==> config.mk <==
export PLATFORM = sky130hd
export DESIGN_NAME = obi_axi_lite_bridge
export DESIGN_NICKNAME = d
export VERILOG_FILES = /design/src/rtl/obi_axi_lite_bridge.sv
export SDC_FILE = /design/constraint.sdc
export NUM_CORES = 1
export LEC_CHECK = 0
export ABC_AREA = 1
export CAP_MARGIN = 15
export CORE_ASPECT_RATIO = 0.9
export CORE_MARGIN = 5
export CORE_UTILIZATION = 29
export CTS_CLUSTER_DIAMETER = 30
export DETAILED_ROUTE_END_ITERATION = 10
export PLACE_DENSITY = 0.62
export SYNTH_ARGS = -nofsm -noshare
export SYNTH_HDL_FRONTEND = slang
export SYNTH_SLANG_ARGS = --single-unit
==> constraint.sdc <==
create_clock -name clk_i -period 4.5 [get_ports clk_i]
set_clock_uncertainty 0.15 [all_clocks]
set_input_delay 0.9 -clock clk_i [delete_from_list [all_inputs] [get_ports clk_i]]
set_output_delay 0.9 -clock clk_i [all_outputs]
set_load 0.01 [all_outputs]
==> src/rtl/obi_axi_lite_bridge.sv <==
// obi_axi_lite_bridge: OBI subordinate to AXI4-Lite manager bridge.
// Accepts up to MaxOutstanding OBI transactions. The type of each accepted
// transaction is remembered in order, so OBI responses come back strictly in
// request order even when B and R beats arrive in a different order.
// Ports:
//   clk_i, rst_ni            clock, async active-low reset
//   obi_*                    OBI subordinate: req/gnt, addr/we/be/wdata, rvalid/rdata/err
//   aw_*, w_*, b_*           AXI4-Lite write channels (manager side)
//   ar_*, r_*                AXI4-Lite read channels (manager side)
//   busy_o, outstanding_o    outstanding-transaction status
module obi_axi_lite_bridge #(
    parameter int unsigned AddrWidth      = 32,
    parameter int unsigned DataWidth      = 32,
    parameter int unsigned MaxOutstanding = 4,
    parameter logic [2:0]  AxiProt        = 3'b000
) (
    input  logic                                   clk_i,
    input  logic                                   rst_ni,
    input  logic                                   obi_req_i,
    output logic                                   obi_gnt_o,
    input  logic [AddrWidth-1:0]                   obi_addr_i,
    input  logic                                   obi_we_i,
    input  logic [DataWidth/8-1:0]                 obi_be_i,
    input  logic [DataWidth-1:0]                   obi_wdata_i,
    output logic                                   obi_rvalid_o,
    output logic [DataWidth-1:0]                   obi_rdata_o,
    output logic                                   obi_err_o,
    output logic                                   aw_valid_o,
    input  logic                                   aw_ready_i,
    output logic [AddrWidth-1:0]                   aw_addr_o,
    output logic [2:0]                             aw_prot_o,
    output logic                                   w_valid_o,
    input  logic                                   w_ready_i,
    output logic [DataWidth-1:0]                   w_data_o,
    output logic [DataWidth/8-1:0]                 w_strb_o,
    input  logic                                   b_valid_i,
    output logic                                   b_ready_o,
    input  logic [1:0]                             b_resp_i,
    output logic                                   ar_valid_o,
    input  logic                                   ar_ready_i,
    output logic [AddrWidth-1:0]                   ar_addr_o,
    output logic [2:0]                             ar_prot_o,
    input  logic                                   r_valid_i,
    output logic                                   r_ready_o,
    input  logic [DataWidth-1:0]                   r_data_i,
    input  logic [1:0]                             r_resp_i,
    output logic                                   busy_o,
    output logic [$clog2(MaxOutstanding+1)-1:0]    outstanding_o
);

    localparam int unsigned StrbWidth = DataWidth / 8;
    localparam int unsigned CntWidth  = $clog2(MaxOutstanding + 1);
    localparam int unsigned PtrWidth  = $clog2(MaxOutstanding);

    logic                      aw_valid_q, aw_valid_d;
    logic [AddrWidth-1:0]      aw_addr_q,  aw_addr_d;
    logic                      w_valid_q,  w_valid_d;
    logic [DataWidth-1:0]      w_data_q,   w_data_d;
    logic [StrbWidth-1:0]      w_strb_q,   w_strb_d;
    logic                      ar_valid_q, ar_valid_d;
    logic [AddrWidth-1:0]      ar_addr_q,  ar_addr_d;
    logic [CntWidth-1:0]       cnt_q,      cnt_d;
    logic [MaxOutstanding-1:0] fifo_q,     fifo_d;
    logic [PtrWidth-1:0]       wr_ptr_q,   wr_ptr_d;
    logic [PtrWidth-1:0]       rd_ptr_q,   rd_ptr_d;
    logic                      rvalid_q,   rvalid_d;
    logic [DataWidth-1:0]      rdata_q,    rdata_d;
    logic                      err_q,      err_d;

    logic aw_hs, w_hs, ar_hs, b_hs, r_hs, resp_hs;
    logic fifo_nonempty, head_is_wr, cnt_ok, wr_free, rd_free;
    logic accept, accept_wr, accept_rd;

    // Only resp[1] distinguishes OKAY/EXOKAY from SLVERR/DECERR.
    logic unused_resp_lsb;
    assign unused_resp_lsb = b_resp_i[0] ^ r_resp_i[0];

    // FIFO occupancy equals the outstanding count, so cnt doubles as "nonempty".
    assign fifo_nonempty = (cnt_q != '0);
    assign head_is_wr    = fifo_q[rd_ptr_q];
    assign b_ready_o     = fifo_nonempty & head_is_wr;
    assign r_ready_o     = fifo_nonempty & ~head_is_wr;

    assign aw_hs   = aw_valid_q & aw_ready_i;
    assign w_hs    = w_valid_q  & w_ready_i;
    assign ar_hs   = ar_valid_q & ar_ready_i;
    assign b_hs    = b_valid_i  & b_ready_o;
    assign r_hs    = r_valid_i  & r_ready_o;
    assign resp_hs = b_hs | r_hs;

    // Grant: room for another outstanding entry and the target request registers free.
    assign cnt_ok    = (cnt_q < CntWidth'(MaxOutstanding));
    assign wr_free   = (~aw_valid_q | aw_ready_i) & (~w_valid_q | w_ready_i);
    assign rd_free   = ~ar_valid_q | ar_ready_i;
    assign obi_gnt_o = obi_req_i & cnt_ok & (obi_we_i ? wr_free : rd_free);
    assign accept    = obi_gnt_o;
    assign accept_wr = accept & obi_we_i;
    assign accept_rd = accept & ~obi_we_i;

    // Next-state logic for request registers, order FIFO, counter and OBI response.
    always_comb begin
        aw_valid_d = aw_valid_q;
        aw_addr_d  = aw_addr_q;
        w_valid_d  = w_valid_q;
        w_data_d   = w_data_q;
        w_strb_d   = w_strb_q;
        ar_valid_d = ar_valid_q;
        ar_addr_d  = ar_addr_q;
        cnt_d      = cnt_q;
        fifo_d     = fifo_q;
        wr_ptr_d   = wr_ptr_q;
        rd_ptr_d   = rd_ptr_q;
        rvalid_d   = resp_hs;
        rdata_d    = rdata_q;
        err_d      = err_q;

        if (aw_hs) aw_valid_d = 1'b0;
        if (w_hs)  w_valid_d  = 1'b0;
        if (ar_hs) ar_valid_d = 1'b0;

        // A new accept overrides a same-cycle handshake clear.
        if (accept_wr) begin
            aw_valid_d = 1'b1;
            aw_addr_d  = obi_addr_i;
            w_valid_d  = 1'b1;
            w_data_d   = obi_wdata_i;
            w_strb_d   = obi_be_i;
        end
        if (accept_rd) begin
            ar_valid_d = 1'b1;
            ar_addr_d  = obi_addr_i;
        end

        if (accept) begin
            fifo_d[wr_ptr_q] = obi_we_i;
            wr_ptr_d         = wr_ptr_q + PtrWidth'(1);
        end
        if (resp_hs) begin
            rd_ptr_d = rd_ptr_q + PtrWidth'(1);
        end

        case ({accept, resp_hs})
            2'b10:   cnt_d = cnt_q + CntWidth'(1);
            2'b01:   cnt_d = cnt_q - CntWidth'(1);
            default: cnt_d = cnt_q;
        endcase

        if (r_hs) begin
            rdata_d = r_data_i;
            err_d   = r_resp_i[1];
        end else if (b_hs) begin
            rdata_d = '0;
            err_d   = b_resp_i[1];
        end
    end

    // State registers.
    always_ff @(posedge clk_i or negedge rst_ni) begin
        if (!rst_ni) begin
            aw_valid_q <= 1'b0;
            aw_addr_q  <= '0;
            w_valid_q  <= 1'b0;
            w_data_q   <= '0;
            w_strb_q   <= '0;
            ar_valid_q <= 1'b0;
            ar_addr_q  <= '0;
            cnt_q      <= '0;
            fifo_q     <= '0;
            wr_ptr_q   <= '0;
            rd_ptr_q   <= '0;
            rvalid_q   <= 1'b0;
            rdata_q    <= '0;
            err_q      <= 1'b0;
        end else begin
            aw_valid_q <= aw_valid_d;
            aw_addr_q  <= aw_addr_d;
            w_valid_q  <= w_valid_d;
            w_data_q   <= w_data_d;
            w_strb_q   <= w_strb_d;
            ar_valid_q <= ar_valid_d;
            ar_addr_q  <= ar_addr_d;
            cnt_q      <= cnt_d;
            fifo_q     <= fifo_d;
            wr_ptr_q   <= wr_ptr_d;
            rd_ptr_q   <= rd_ptr_d;
            rvalid_q   <= rvalid_d;
            rdata_q    <= rdata_d;
            err_q      <= err_d;
        end
    end

    assign aw_valid_o    = aw_valid_q;
    assign aw_addr_o     = aw_addr_q;
    assign aw_prot_o     = AxiProt;
    assign w_valid_o     = w_valid_q;
    assign w_data_o      = w_data_q;
    assign w_strb_o      = w_strb_q;
    assign ar_valid_o    = ar_valid_q;
    assign ar_addr_o     = ar_addr_q;
    assign ar_prot_o     = AxiProt;
    assign obi_rvalid_o  = rvalid_q;
    assign obi_rdata_o   = rdata_q;
    assign obi_err_o     = err_q;
    assign busy_o        = fifo_nonempty;
    assign outstanding_o = cnt_q;

endmodule

Yosys cells after proc, flatten, opt, wreduce, memory -nomap -nowiden. Cells that the tools add are included.

Word-level logic and storage cells: 69. Input port bits: 113. Register bits after elaboration: 148.

Equality and inequality tests: 2. Multiplexer cells: 17. Order comparisons: 4. Reduce and logical (&&, ||, !) cells: 7. Bitwise logic cells: 21. $add $sub $neg: 4.

Operators with widths (count): $mux W32 (2); $and A1 B1 Y1 (12); $mux W1 (11); $reduce_bool A2 Y1 (5); $lt A2 B3 Y1 const B (2); $pmux W3 S2 (1); $not A1 Y1 (5); $add A2 B1 Y2 const B (2); $bwmux W4 (1); $or A1 B1 Y1 (4); $add A3 B1 Y3 const B (1); $lt A3 B3 Y1 const B (1); $reduce_bool A3 Y1 (1); $sub A3 B1 Y3 const B (1); $bmux W1 S2 (1); $demux W1 S2 (1); $eq A2 B1 Y1 const B (1); $eq A2 B2 Y1 const B (1); $ge A2 B1 Y1 const B (1); $logic_and A1 B1 Y1 (1).

Depth between registers and ports, before layout.
Depth after elaboration: 8. Depth in mapped cells: 12. Depth with buffers taken out: 12.

Worst setup path after synthesis. Ideal clock, no wire load.

Path type: input to register. From: in aw_ready_i. To: reg cnt_q[2] (netlist: outstanding_o[2]). Arrival: 2.394 ns. Stages: 9. Library setup time: 0.131 ns. Buffers on the path: 0. Setup slack: 1.825 ns. Cell sequence: o22ai_1 -> nand2_1 -> nand2_1 -> ha_1 -> inv_1 -> fa_1 -> a21oi_1 -> o21ai_0 -> xor2_1.

Cells in the longest elaborated chain, start to end: 6.

Ends and longest elaborated chain: from (decl) (RTL line 29) `input logic aw_ready_i,`; $or A1 B1 Y1 * (RTL line 93) `assign wr_free = (~aw_valid_q | aw_ready_i) & (~w_valid_q | w_ready_i);`; $and A1 B1 Y1 * (RTL line 93); $mux W1 * (RTL line 95) `assign obi_gnt_o = obi_req_i & cnt_ok & (obi_we_i ? wr_free : rd_free);`; $and A1 B1 Y1 * (RTL line 95); $eq A2 B1 Y1 or $eq A2 B2 Y1 (tied branches) (RTL line 142) `case ({accept, resp_hs})`; $pmux W3 S2 or $reduce_bool A2 Y1 (tied branches); to (signal assigned) (RTL line 182) `cnt_q <= cnt_d;`; to (decl) (RTL line 62) `logic [CntWidth-1:0] cnt_q, cnt_d;`.

Every way passes the cells marked *; elsewhere a longest branch is shown, timed or not. A chain may end at the register's enable or synchronous reset.

Worst setup path in the final report.
From: in aw_ready_i. To: out obi_gnt_o.

Cells in the longest elaborated chain, start to end: 4.

Ends and longest elaborated chain: $or A1 B1 Y1 (RTL line 93); $and A1 B1 Y1 (RTL line 93); $mux W1 (RTL line 95); $and A1 B1 Y1 (RTL line 95); to (decl) (RTL line 20) `output logic obi_gnt_o,`.

Every way passes these cells.

==> results.ini <==
[run_status]
outcome=completed

[yosys]
synthTopCellsByArea=dfrtp_1, nand2_1, o21ai_0
yosys_warnings=0
synth_top_area_cell=dfrtp_1
ys_ff_latch=148
syn_inst=632
synthSimpleGateAreaFrac_pct=21.21
synth_top_family_by_area=simple AND/OR/NAND/NOR gates
syn_area_um2=5904
synth_compound_area_share_pct=6.845
yosys.area_share.xor_xnor_pct=0.5933
synth_area_per_cell_um2=9.342
yosysTopAreaCellShare_pct=62.73
synth.area.mux_share_pct=0
synth-adder-area-share_pct=1.399
ys_seq_area_share_pct=62.73
synth.distinct_cells=29

[timing]
setup_violations=0
relSlewSlack_pct=40.65
setup_tns_ns=0
hold_viol_final=0
max_freq_mhz=260.3
drv_slew=0
rsz0062_at_grt=no
worst_pin_slew_ns=0.8902
finalCriticalPeriod_ns=3.841
period_share_pct=85.36

[clocking]
htree_num_levels=4
cts_tree=done
cts-buffers-inserted=17
ctsLongestPathBuffers=2
ctsRootBufferMaster=clkbuf_16
insertion_delay_ns=0.41
cts.sinks=148
cts.repair.resized=0
cts_setup_buffers=0
clk_pin_slew_ns=0.06
cts_hold_buf=0

[placed_design]
portBuffers=254
gp_routability_congestion=0.7311
post-dp-hpwl_um=11990

[setup_path]
setup.worst_path.class=in -> out
worst-path-buf-inv=3
cp-start-kind=input port
cpPeakStageDelay_ns=0.52
path_delay_family=buffers and inverters
required_ns=3.45
path_cells=clkdlybuf4s50_1 > o22ai_1 > nand2_1 > nand2_1 > inv_1 > clkdlybuf4s50_1
arrival_ns=2.79
end_kind=output port
cp_slowest_cell=clkdlybuf4s50_1
crit_fanout=5

[pwr]
total_power_mw=6.595
cellPowerDensity_nw_per_um2=718.7
power.leakage_nw=4.402
ir_drop_v=0.0002847

[layout]
antenna_cells=0
area_growth_pct=55.41
drive_above_1_share_pct=5.275
fin_nets=997

[drt]
routed_wl_um=16770
via_per_inst=4.226
wl_per_cell_um=14.63
drc=0
ant_nets=0
via_count=4843
drt_first_pass_iters=4
drt_iter0_markers=257

[hold_path]
min_path_type=reg -> reg

[global_routing]
antenna_found_initial=0
grt_use_total_pct=14.59
grt_pass1_wl_um=27480
grt_pass1_vias=5064
grt_max_degree=96
overflow=0

[die]
fp.coreArea_um2=19990
rows=49
initial_core_util_pct=29.54
fp.dieW_um=160.4
die_height_um=145.4
dieArea_um2=23320
pin_count=263

[run]
drv_cap=0

## metal layers
layer	vias to the layer above	routed length [µm]	part of all wire, %	track usage (%)
li1	2450	-	-	-
met1	2226	7227	43	17.93
met2	154	7928	47	23.57
met3	13	1448	8.6	6.655
met4	0	165	0.98	3.398
met5	-	0	0	0
## state kept, by name (all words and copies together), names as in the netlist
name,flops
ar_addr_o,32
ar_valid_o,1
aw_addr_o,32
aw_valid_o,1
fifo_q,4
obi_err_o,1
obi_rdata_o,32
obi_rvalid_o,1
outstanding_o,3
rd_ptr_q,2
w_data_o,32
w_strb_o,4
w_valid_o,1
wr_ptr_q,2
## cell usage after synthesis
cell / number
nand2_1: 254
dfrtp_1: 148
o21ai_0: 56
inv_1: 49
nand3_1: 42
o21ai_1: 18
buf_2: 12
buf_4: 12
clkbuf_1: 9
ha_1: 5
buf_6: 4
xor2_1: 3
nand2_2: 2
nand3_2: 2
nand4_1: 2
a21boi_0: 1
a21oi_1: 1
a31oi_1: 1
conb_1: 1
fa_1: 1
inv_2: 1
inv_4: 1
nand2_4: 1
nand3_4: 1
nor2_1: 1
nor2_4: 1
o21ai_2: 1
o22ai_1: 1
xnor2_1: 1
## layout make-up
class | instances | area [µm²]
clock buffers | 21 | 450.4
fillers | 1969 | 10810
repair buffers | 259 | 2601
flip-flops and latches | 148 | 3704
well taps | 255 | 319.1
inverters | 51 | 193.9
clock inverters | 11 | 103.9
multi-input cells | 401 | 1804
## kinds of logic after synthesis
kind of cell,count (synthesis)
other,1
adders and majority gates,6
xor gates and xnor gates,4
AOI/OAI and AO/OA,79
DFF,148
and+or+nand+nor,306
buffers and inverters,88
## worst paths after layout
check | startpoint | slack, ns | cells past startpoint | end
max | aw_ready_i | 0.66 | 6 | obi_gnt_o
min | w_data_o[7] | 0.32 | 2 | w_data_o[7]
max reg2reg | w_valid_o | 1.96 | 10 | outstanding_o[2]
min reg2reg | w_data_o[7] | 0.32 | 2 | w_data_o[7]
max in group asynchronous | rst_ni | 2.95 | 2 | w_data_o[7]
min in group asynchronous | rst_ni | 0.42 | 1 | ar_addr_o[21]
## report_power, final
part / internal, mW / leakage (nW) / switching, mW / total [mW]
logic: 1.52 / 2.30 / 1.41 / 2.92
registers: 1.98 / 1.85 / 0.352 / 2.34
clock network: 0.777 / 0.256 / 0.555 / 1.33
total: 4.28 / 4.40 / 2.31 / 6.59
## worst register-to-register path: cells and delay by family (launching register included)
family / cells / cell delay (ns)
buf+inv: 2 / 0.13
compound gates: 3 / 0.69
fa+ha+maj: 2 / 0.53
simple gates: 2 / 0.41
xor+xnor: 1 / 0.16
flops: 1 / 0.36
## metrics by stage
| stage | worst slack [ns] | utilization (%) | cell area [µm²] | cells | hold slack, ns |
|---|---|---|---|---|---|
| final | 0.6588 | 45.91 | 9176 | 1146 | 0.3168 |
| after floorplan | 1.825 | - | 5923 | 637 | 0.3029 |
| after global routing | 0.5425 | 45.91 | 9176 | 1146 | 0.3356 |
| after CTS | 0.6276 | 45.91 | 9176 | 1146 | 0.3229 |
| after detailed placement | 0.6298 | 43.14 | 8622 | 1114 | 0.3075 |
| after global placement | 0.6591 | 43.14 | 8622 | 1114 | 0.3024 |
## placed cells by master, fill, tap and decap left out
master,n
a31oi_1,1
inv_1,49
nand4_1,2
bufinv_16,1
a21oi_1,1
o22ai_1,1
clkdlybuf4s50_1,252
buf_4,3
nand2_4,2
o21ai_2,1
inv_6,2
clkinv_4,1
nand3_4,1
fa_1,1
inv_4,1
xnor2_1,1
inv_2,1
clkinvlp_4,5
clkbuf_16,17
clkbuf_8,1
clkinv_2,2
conb_1,6
a21boi_0,1
xor2_1,3
buf_12,2
nand2_2,2
nand3_2,2
nor2_4,1
dfrtp_1,148
nand3_1,42
buf_2,1
buf_6,1
nor2_1,1
nand2_1,253
o21ai_1,18
o21ai_0,56
ha_1,5
clkbuf_1,3
Power figures use the tool's default switching activity.
